## src/rtl/maxnet.sv

```systemverilog
// Four-neuron Maxnet winner-take-all network: lateral inhibition from parameter
// activations until at most one neuron stays non-zero or the iteration cap is hit.
module maxnet #(
   parameter logic [15:0] A0       = 16'd51,
   parameter logic [15:0] A1       = 16'd102,
   parameter logic [15:0] A2       = 16'd154,
   parameter logic [15:0] A3       = 16'd205,
   parameter logic [7:0]  EPS      = 8'd51,
   parameter logic [7:0]  MAX_ITER = 8'd255
) (
   input  logic        clk,
   input  logic        rst,
   input  logic        start,
   output logic        ready,
   output logic [1:0]  winner,
   output logic [15:0] winner_value
);

   typedef enum logic [1:0] {IDLE, LOAD, ITER, DONE} state_t;

   state_t             state_q, state_d;
   logic [3:0][15:0]   a_q, a_d;
   logic [7:0]         iter_q, iter_d;
   logic               ready_q, ready_d;
   logic [1:0]         winner_q, winner_d;
   logic [15:0]        wval_q, wval_d;

   logic [17:0]        total_s;
   logic [3:0][17:0]   sum_oth_s;
   logic [3:0][25:0]   prod_s;
   logic [3:0][25:0]   dec_s;
   logic [3:0][15:0]   upd_s;
   logic [2:0]         nz_s;
   logic [1:0]         best_idx_s;
   logic [15:0]        best_val_s;
   logic [7:0]         iter_nxt_s;
   logic               converge_s;

   // one parallel inhibition step from the current activations, plus convergence and argmax
   always_comb begin
      total_s    = {2'd0, a_q[0]} + {2'd0, a_q[1]} + {2'd0, a_q[2]} + {2'd0, a_q[3]};
      sum_oth_s  = '0;
      prod_s     = '0;
      dec_s      = '0;
      upd_s      = '0;
      nz_s       = 3'd0;
      best_idx_s = 2'd0;
      best_val_s = 16'd0;
      for (int j = 0; j < 4; j++) begin
         sum_oth_s[j] = total_s - {2'd0, a_q[j]};
         prod_s[j]    = {18'd0, EPS} * {8'd0, sum_oth_s[j]};
         dec_s[j]     = prod_s[j] >> 8;
         if ({10'd0, a_q[j]} >= dec_s[j]) begin
            upd_s[j] = a_q[j] - dec_s[j][15:0];
         end else begin
            upd_s[j] = 16'd0;
         end
         if (upd_s[j] != 16'd0) begin
            nz_s = nz_s + 3'd1;
         end else begin
            nz_s = nz_s;
         end
         // strict compare keeps the lowest index on equal maxima
         if (upd_s[j] > best_val_s) begin
            best_idx_s = j[1:0];
            best_val_s = upd_s[j];
         end else begin
            best_idx_s = best_idx_s;
         end
      end
      iter_nxt_s = iter_q + 8'd1;
      converge_s = (nz_s <= 3'd1) || (iter_nxt_s == MAX_ITER);
   end

   // next-state and result logic
   always_comb begin
      state_d  = state_q;
      a_d      = a_q;
      iter_d   = iter_q;
      ready_d  = ready_q;
      winner_d = winner_q;
      wval_d   = wval_q;
      case (state_q)
         IDLE: begin
            if (start) begin
               state_d = LOAD;
            end else begin
               state_d = IDLE;
            end
         end
         LOAD: begin
            a_d     = {A3, A2, A1, A0};
            iter_d  = 8'd0;
            ready_d = 1'b0;
            state_d = ITER;
         end
         ITER: begin
            a_d    = upd_s;
            iter_d = iter_nxt_s;
            if (converge_s) begin
               state_d  = DONE;
               ready_d  = 1'b1;
               winner_d = best_idx_s;
               wval_d   = best_val_s;
            end else begin
               state_d  = ITER;
            end
         end
         DONE: begin
            if (start) begin
               state_d = LOAD;
               ready_d = 1'b0;
            end else begin
               state_d = DONE;
            end
         end
         default: begin
            state_d = IDLE;
            ready_d = 1'b0;
         end
      endcase
   end

   // state and result registers with synchronous reset
   always_ff @(posedge clk) begin
      if (rst) begin
         state_q  <= IDLE;
         a_q      <= '0;
         iter_q   <= 8'd0;
         ready_q  <= 1'b0;
         winner_q <= 2'd0;
         wval_q   <= 16'd0;
      end else begin
         state_q  <= state_d;
         a_q      <= a_d;
         iter_q   <= iter_d;
         ready_q  <= ready_d;
         winner_q <= winner_d;
         wval_q   <= wval_d;
      end
   end

   assign ready        = ready_q;
   assign winner       = winner_q;
   assign winner_value = wval_q;

endmodule

```

## config.mk

```make
export PLATFORM = sky130hd
export DESIGN_NAME = maxnet
export DESIGN_NICKNAME = d
export VERILOG_FILES = /design/src/rtl/maxnet.sv
export SDC_FILE = /design/constraint.sdc
export NUM_CORES = 1
export LEC_CHECK = 0
export BUFFER_PORTS_ARGS = -buffer_cell sky130_fd_sc_hd__buf_2
export CELL_PAD_IN_SITES_DETAIL_PLACEMENT = 0
export CELL_PAD_IN_SITES_GLOBAL_PLACEMENT = 1
export CORE_ASPECT_RATIO = 1.1
export CORE_MARGIN = 4
export CORE_UTILIZATION = 44
export CTS_BUF_LIST = sky130_fd_sc_hd__clkbuf_4
export CTS_CLUSTER_DIAMETER = 100
export DETAILED_ROUTE_END_ITERATION = 8
export PLACE_DENSITY_LB_ADDON = 0.1
export SLEW_MARGIN = 25
export SYNTH_ARGS = -nofsm -noshare
export SYNTH_HDL_FRONTEND = slang
export SYNTH_SLANG_ARGS = --single-unit
export TNS_END_PERCENT = 5
```

## constraint.sdc

```tcl
create_clock -name clk -period 18.75 [get_ports clk]
set_input_delay 1.875 -clock clk [delete_from_list [all_inputs] [get_ports clk]]
set_output_delay 1.875 -clock clk [all_outputs]
set_load 0.02 [all_outputs]
```

==> impl_metrics.tcl, run 1 <==
set metrics [dict create \
    status "finished clean" \
    synth_edf_count 0 \
    drc 0 \
    critPathMaxStageDelay_ns 0.63 \
    synth-main-ff-cell "dfxtp_1" \
    hold-path-cell-count 2 \
    synthArstFlopShare 0 \
    end_kind "flop" \
    routed_wl_um 64730 \
    via_count 17350 \
    dpl-instance-area_um2 20770 \
    ys_top_cells_by_count "404 x ha_1, 266 x inv_1, 257 x nor2_1" \
    crit_fanout 23 \
    critPathRequiredTime_ns 19.20 \
    dp_slack_ns 1.167 \
    worstHoldStart "ready" \
    cts_buffers 9 \
    grt_antenna_before_repair 1 \
    rr_startpoint "a_q[1]" \
    fin_area_um2 20920 \
    grt_pass1_wl_um 100600 \
    dp_hpwl_um 55370 \
    postRouteAntennaNets 0 \
    slew_viol_final 0 \
    port_buffers 21 \
    die-area_um2 48750 \
    cpMaxStageDelayCell "fa_1" \
    min_to "ready" \
    clk_latency_ns 0.50 \
    grt_pass1_vias 17450 \
    skew_ns 0.03234 \
    gp_congestion 0.9591 \
    synth_top_area_cell "ha_1" \
    yosys.area.top_type_share 0.2537 \
    synthToLayoutAreaGrowth_pct 5.000 \
    clkSinkCount 93 \
    start_kind "flop" \
    min_period_ns 17.67 \
    slew_headroom 0.4095 \
    synth_seq_cells 93 \
    fp.dieW_um 210.9 \
    clock-root-buffer "clkbuf_4" \
    rows 81 \
    maxCapViolCount 0 \
    rr_endpoint "winner_value[11]" \
    post-route-period-util 0.9426 \
    seq_area_frac_synth 0.09346 \
    final.setup.tns_ns 0 \
    hold_viol 0 \
    fillers 4512 \
    first_pass_iters 5 \
    vias_per_cell 5.773 \
    fin_ws_ns 1.077 \
    setup_viol 0 \
    yosysWarnings 0 \
    criticalPathCategory "reg2reg" \
    rrSetupSlack_ns 1.08 \
    grt_setup_unrepaired "no" \
    synth_cells 2412 \
    cts_tree "yes" \
    drive_above_1_share 0.05241 \
    grt-ovfl-total 0 \
    max_freq_mhz 56.58 \
    worstPathArrival_ns 18.12 \
    grt_usage 0.2626 \
    clock_path_buffers 2 \
    worstMarginPinSlew_ns 0.8858 \
    regArea_um2 1862 \
    syn_area_per_cell_um2 8.259 \
    synth_nets 2961 \
    yosysUniqueCellTypes 88 \
    post-synth-top-count-cell "ha_1" \
    reg2regPathDepth 70 \
    crit_top_cell "ha_1" \
    drt_iter0_markers 1044 \
    hp-class "reg2reg" \
    layout.nets 2967 \
    grt_max_degree 98 \
    final_core_util 0.4691 \
    ios 22 \
    clk_pin_slew_ns 0.19 \
    route.detailed.wl_per_inst_um 21.54 \
    synth.area.top_cells "ha_1 25%, fa_1 14%, dfxtp_1 9.3%" \
    cts-htree-levels 3 \
    die_y_um 231.2 \
    multi_input_area_um2 16950 \
    core_area_um2 44590 \
    syn-cell-area_um2 19920 \
    start_util 0.4467 \
]
## critical path, delay by kind of cell (launching register included)
kind                       cells  cell delay [ns]
adders and majority gates     13             4.86
buffers and inverters          6             1.12
AOI/OAI and AO/OA             33             7.87
and+or+nand+nor               15             2.20
xor gates and xnor gates       2             0.68
muxes                          1             0.40
DFF                            1             0.42
## layer usage
metal / GRT usage / part of all wire
met5: 0 / 0
met4: 0.05552 / 0.022
met3: 0.02166 / 0.033
met2: 0.4589 / 0.48
met1: 0.3559 / 0.46
## layout by cell type, fill, tap and decap left out, types with 12 or more instances in the layout
cell type and count:
nand2b_1 34, nor2b_1 39, nand2_1 128, nor3_1 60
nor2_1 255, a21oi_1 150, a22oi_1 36, a211oi_1 16
xor2_1 70, o21bai_1 14, a31oi_1 29, and2_1 20
nand3_1 48, a311oi_1 12, a21o_1 52, o21a_1 29
ha_1 404, xnor2_1 100, buf_2 20, o21ai_0 91
or3_1 14, or2_2 15, inv_1 266, o22ai_1 12
a221oi_1 12, dfxtp_1 93, buf_4 18, a2111oi_0 13
nand4_1 28, fa_1 142
## per-stage QoR
stage | std cells | hold slack [ns]
after floorplan | 2412 | 0.4781
after global placement | 2988 | 0.4554
after detailed placement | 2988 | 0.4630
after CTS | 3004 | 0.4862
after global routing | 3005 | 0.5069
final | 3005 | 0.4837
## layout make-up
cell class / instances / share of cell area
multi-input combinational: 2006 / 0.8101
sequential: 93 / 0.08901
inverter: 269 / 0.04827
tap: 581 / 0.03475
timing repair buffer: 39 / 0.01178
clock buffer: 9 / 0.003230
clock inverter: 7 / 0.002752
antenna: 1 / 0.0001196
## worst max-delay path by stage
| stage | end | cells after the start | start | slack [ns] |
|---|---|---|---|---|
| global placement | winner_value[9] | 70 | a_q[17] | 1.06 |
| global route | winner_value[11] | 70 | a_q[1] | 0.04 |
| detailed placement | winner_value[12] | 71 | a_q[33] | 1.17 |
| finish | winner_value[11] | 70 | a_q[1] | 1.08 |
| CTS | winner_value[11] | 71 | a_q[1] | 1.08 |
| floorplan | winner_value[12] | 74 | a_q[1] | 2.97 |
## registers in the layout (all words and copies together) (netlist names)
register	count
state_q	2
ready	1
a_q	64
winner	2
iter_q	8
winner_value	16
## kinds of logic after synthesis
logic type | after synthesis | share of synthesized area
and+or+nand+nor | 684 | 0.1627
AOI/OAI and AO/OA | 584 | 0.2006
adders and majority gates | 546 | 0.3964
buffers and inverters | 313 | 0.05998
xor gates and xnor gates | 176 | 0.07738
DFF | 93 | 0.09346
muxes | 16 | 0.009421
## timing repair
| action | CTS | global route |
|---|---|---|
| buffers inserted | 0 | 0 |
| hold buffers | 0 | 0 |
| gates resized for setup | 0 | 3 |
| hold endpoints to repair | 0 | 0 |
| setup endpoints to repair | 0 | 10 |
Power of run 1 is not shown: default switching activity piles up to over one toggle a cycle in this logic, so the estimate is an artifact.
==> run 2: changes to the inputs <==
clock period = 17.5 ns   (was 18.75 ns; I/O delays follow)
==> impl_metrics.tcl, run 2 (same netlist as run 1, synthesis figures left out) <==
set metrics [dict create \
    fillers 4532 \
    post_cts_buffers 0 \
    clk_pin_slew_ns 0.19 \
    dp_hpwl_um 55080 \
    worstPathArrival_ns 16.78 \
    grt_antenna_before_repair 1 \
    hold_viol 0 \
    min_period_ns 16.33 \
    cts-htree-levels 3 \
    slew_viol_final 0 \
    grt_usage 0.2603 \
    rows 81 \
    layout.nets 2974 \
    gp_congestion 1.018 \
    port_buffers 21 \
    die-area_um2 48750 \
    grt_pass1_vias 17370 \
    vias_per_cell 5.771 \
    layout_common_cells "404 x ha_1, 266 x inv_1, 255 x nor2_1" \
    via_count 17380 \
    largest-register "a_q" \
    critPathRequiredTime_ns 17.95 \
    drive_above_1_share 0.05514 \
    ios 22 \
    end_kind "flop" \
    criticalPathCategory "reg2reg" \
    first_pass_iters 5 \
    core_area_um2 44590 \
    drc 0 \
    max_freq_mhz 61.25 \
    worstMarginPinSlew_ns 0.8651 \
    post-route-period-util 0.9329 \
    postRouteAntennaNets 0 \
    setup_viol 0 \
    grt_pass1_wl_um 99550 \
    clkSinkCount 93 \
    place_inst 2995 \
    die_y_um 231.2 \
    cts_resized 0 \
    crit_top_cell "ha_1" \
    start_util 0.4467 \
    fp.dieW_um 210.9 \
    critPathMaxStageDelay_ns 0.59 \
    cts_tree "yes" \
    hp-class "reg2reg" \
    fin_cells 3012 \
    cpMaxStageDelayCell "fa_1" \
    grt_max_degree 98 \
    status "finished clean" \
    grt-ovfl-total 0 \
    cts_buffers 9 \
    crit_fanout 20 \
    synthToLayoutAreaGrowth_pct 5.320 \
    routed_wl_um 64150 \
    slew_headroom 0.4083 \
    skew_ns 0.03801 \
    clock_path_buffers 2 \
    final_core_util 0.4705 \
    clk_latency_ns 0.51 \
    final_common_cell "ha_1" \
    largest_register_ffs 64 \
    ctsHoldBuffers 0 \
    maxCapViolCount 0 \
    route.detailed.wl_per_inst_um 21.30 \
    clock-root-buffer "clkbuf_4" \
    drt_iter0_markers 1164 \
    start_kind "flop" \
]
[run 2: final timing paths]
path / start / end / slack, ns / depth (start not counted)
max: a_q[1] / winner_value[12] / 1.17 / 73
min: winner_value[13] / winner_value[13] / 0.49 / 2
max reg2reg: a_q[1] / winner_value[12] / 1.17 / 73
min reg2reg: winner_value[13] / winner_value[13] / 0.49 / 2
[run 2: stage by stage]
stage | hold slack, ns | instance area, um^2 | setup TNS [ns] | setup WS (ns)
floorplan | 0.4781 | 19920 | 0 | 1.715
global placement | 0.4555 | 20790 | 0 | 1.139
detailed placement | 0.4662 | 20790 | 0 | 0.9410
CTS | 0.4915 | 20920 | 0 | 0.8707
global route | 0.5255 | 20980 | -0.04908 | -0.01837
finish | 0.4864 | 20980 | 0 | 1.175
[run 2: cell type report]
| type | instances | area, um^2 | area share |
|---|---|---|---|
| diodes | 1 | 2.502 | 0.0001193 |
| clock buffers | 9 | 67.56 | 0.003220 |
| clock inverters | 7 | 62.56 | 0.002982 |
| inverters | 269 | 1010 | 0.04812 |
| multi-input cells | 2006 | 16950 | 0.8079 |
| flip-flops and latches | 93 | 1862 | 0.08874 |
| well taps | 581 | 726.9 | 0.03465 |
| repair buffers | 46 | 299.0 | 0.01425 |
[run 2: worst max-delay path: cells and delay by family, from the launching register on]
kind            cells  cell delay [ns]
buf+inv             8             1.16
mux                 2             0.67
fa+ha+maj          13             4.87
flops               1             0.42
simple gates       16             2.11
xor+xnor            3             0.66
compound gates     31             6.37
[run 2: layer usage]
| layer | routed length [um] | vias up | GRT usage | share of wire |
|---|---|---|---|---|
| met3 | 2255 | 87 | 0.02017 | 0.035 |
| met4 | 2127 | 0 | 0.07214 | 0.033 |
| met2 | 30420 | 346 | 0.4466 | 0.47 |
| li1 | - | 8583 | - | - |
| met5 | 0 | - | 0 | 0 |
| met1 | 29340 | 8366 | 0.3532 | 0.46 |
Power of run 2 is left out for the same reason.
==> run 3: changes to the inputs <==
CTS_BUF_LIST = sky130_fd_sc_hd__clkbuf_8 sky130_fd_sc_hd__clkbuf_16   (was sky130_fd_sc_hd__clkbuf_4)
CTS_CLUSTER_DIAMETER = default   (was 100)
==> impl_metrics.tcl, run 3 (same netlist as run 1, synthesis figures left out) <==
set metrics [dict create \
    worstPathArrival_ns 16.61 \
    slew_headroom 0.4047 \
    grt_setup_unrepaired "no" \
    drive_above_1_share 0.05514 \
    drc 0 \
    final.setup.tns_ns 0 \
    cts-htree-levels 3 \
    slew_viol_final 0 \
    layout_common_cells "404 x ha_1, 266 x inv_1, 255 x nor2_1" \
    post-route-period-util 0.9316 \
    grt_antenna_before_repair 0 \
    end_kind "flop" \
    grt_pass1_wl_um 99570 \
    start_util 0.4467 \
    fin_cells 3011 \
    fin_ws_ns 1.197 \
    drt_iter0_markers 1070 \
    crit_fanout 20 \
    ios 22 \
    final_common_cell "ha_1" \
    rows 81 \
    worstMarginPinSlew_ns 0.8705 \
    port_buffers 21 \
    gp_congestion 1.018 \
    hold_viol 0 \
    cts_tree "yes" \
    max_freq_mhz 61.34 \
    dp_hpwl_um 55080 \
    final_core_util 0.4740 \
    rrSetupSlack_ns 1.20 \
    cts_buffers 9 \
    via_count 17430 \
    clk_pin_slew_ns 0.08 \
    grt_usage 0.2605 \
    layout.nets 2974 \
    die_y_um 231.2 \
    core_area_um2 44590 \
    postRouteAntennaNets 0 \
    cpMaxStageDelayCell "fa_1" \
    crit_top_cell "ha_1" \
    start_kind "flop" \
    clkSinkCount 93 \
    status "finished clean" \
    fp.dieW_um 210.9 \
    critPathRequiredTime_ns 17.81 \
    clock-root-buffer "clkbuf_16" \
    grt_max_degree 98 \
    hp-class "reg2reg" \
    routed_wl_um 64340 \
    min_period_ns 16.30 \
    largest_register_ffs 64 \
    grt-ovfl-total 0 \
    vias_per_cell 5.789 \
    maxCapViolCount 0 \
    setup_viol 0 \
    ctsHoldBuffers 0 \
    grt_pass1_vias 17390 \
    clk_latency_ns 0.36 \
    cts_resized 0 \
    route.detailed.wl_per_inst_um 21.37 \
    critPathMaxStageDelay_ns 0.59 \
    die-area_um2 48750 \
    largest-register "a_q" \
    n_antenna_cell 0 \
    skew_ns 0.01767 \
    criticalPathCategory "reg2reg" \
    synthToLayoutAreaGrowth_pct 6.098 \
    dp_slack_ns 0.9410 \
    clock_path_buffers 2 \
    post_cts_buffers 0 \
    first_pass_iters 5 \
    place_inst 2995 \
]
run 3: cell types whose count changed in the layout (fill, tap and decap cells not counted):
cell | previous run | this run
clkbuf_4 | 9 | 0
clkbuf_16 | 0 | 9
diode_2 | 1 | 0
run 3: worst paths after layout:
check             depth (start not counted)               end             start
setup / recovery                         73  winner_value[12]            a_q[1]
hold reg to reg                           2  winner_value[13]  winner_value[13]
hold / removal                            2  winner_value[13]  winner_value[13]
setup reg to reg                         73  winner_value[12]            a_q[1]
run 3: per-layer routing:
metal,vias to the layer above,GRT usage,wire length (um)
li1,8592,-,-
met1,8417,0.3511,29480
met2,342,0.4465,30550
met3,81,0.02220,2253
met4,0,0.07579,2069
met5,-,0,0
run 3: final cells by class:
class | count | area, um^2
repair buffers | 46 | 299.0
clock buffers | 9 | 225.2
inverters | 269 | 1010
well taps | 581 | 726.9
flip-flops and latches | 93 | 1862
multi-input cells | 2006 | 16950
clock inverters | 7 | 62.56
fillers | 4514 | 23460
run 3: critical path: cells and delay by family (launching register included):
family | cells | cell delay [ns]
buffers and inverters | 8 | 1.15
XOR/XNOR | 3 | 0.66
multiplexers | 2 | 0.67
flip-flops | 1 | 0.39
adder cells (fa/ha/maj) | 13 | 4.87
AO/OA/AOI/OAI | 31 | 6.37
AND/OR/NAND/NOR | 16 | 2.12
run 3: metrics by stage:
stage | area, um^2 | hold WS, ns
3_5_place_dp | 20790 | 0.4662
2_1_floorplan | 19920 | 0.4781
4_1_cts | 21080 | 0.4812
3_3_place_gp | 20790 | 0.4555
6_report | 21140 | 0.4763
5_1_grt | 21140 | 0.5085
Power of run 3 is left out for the same reason.
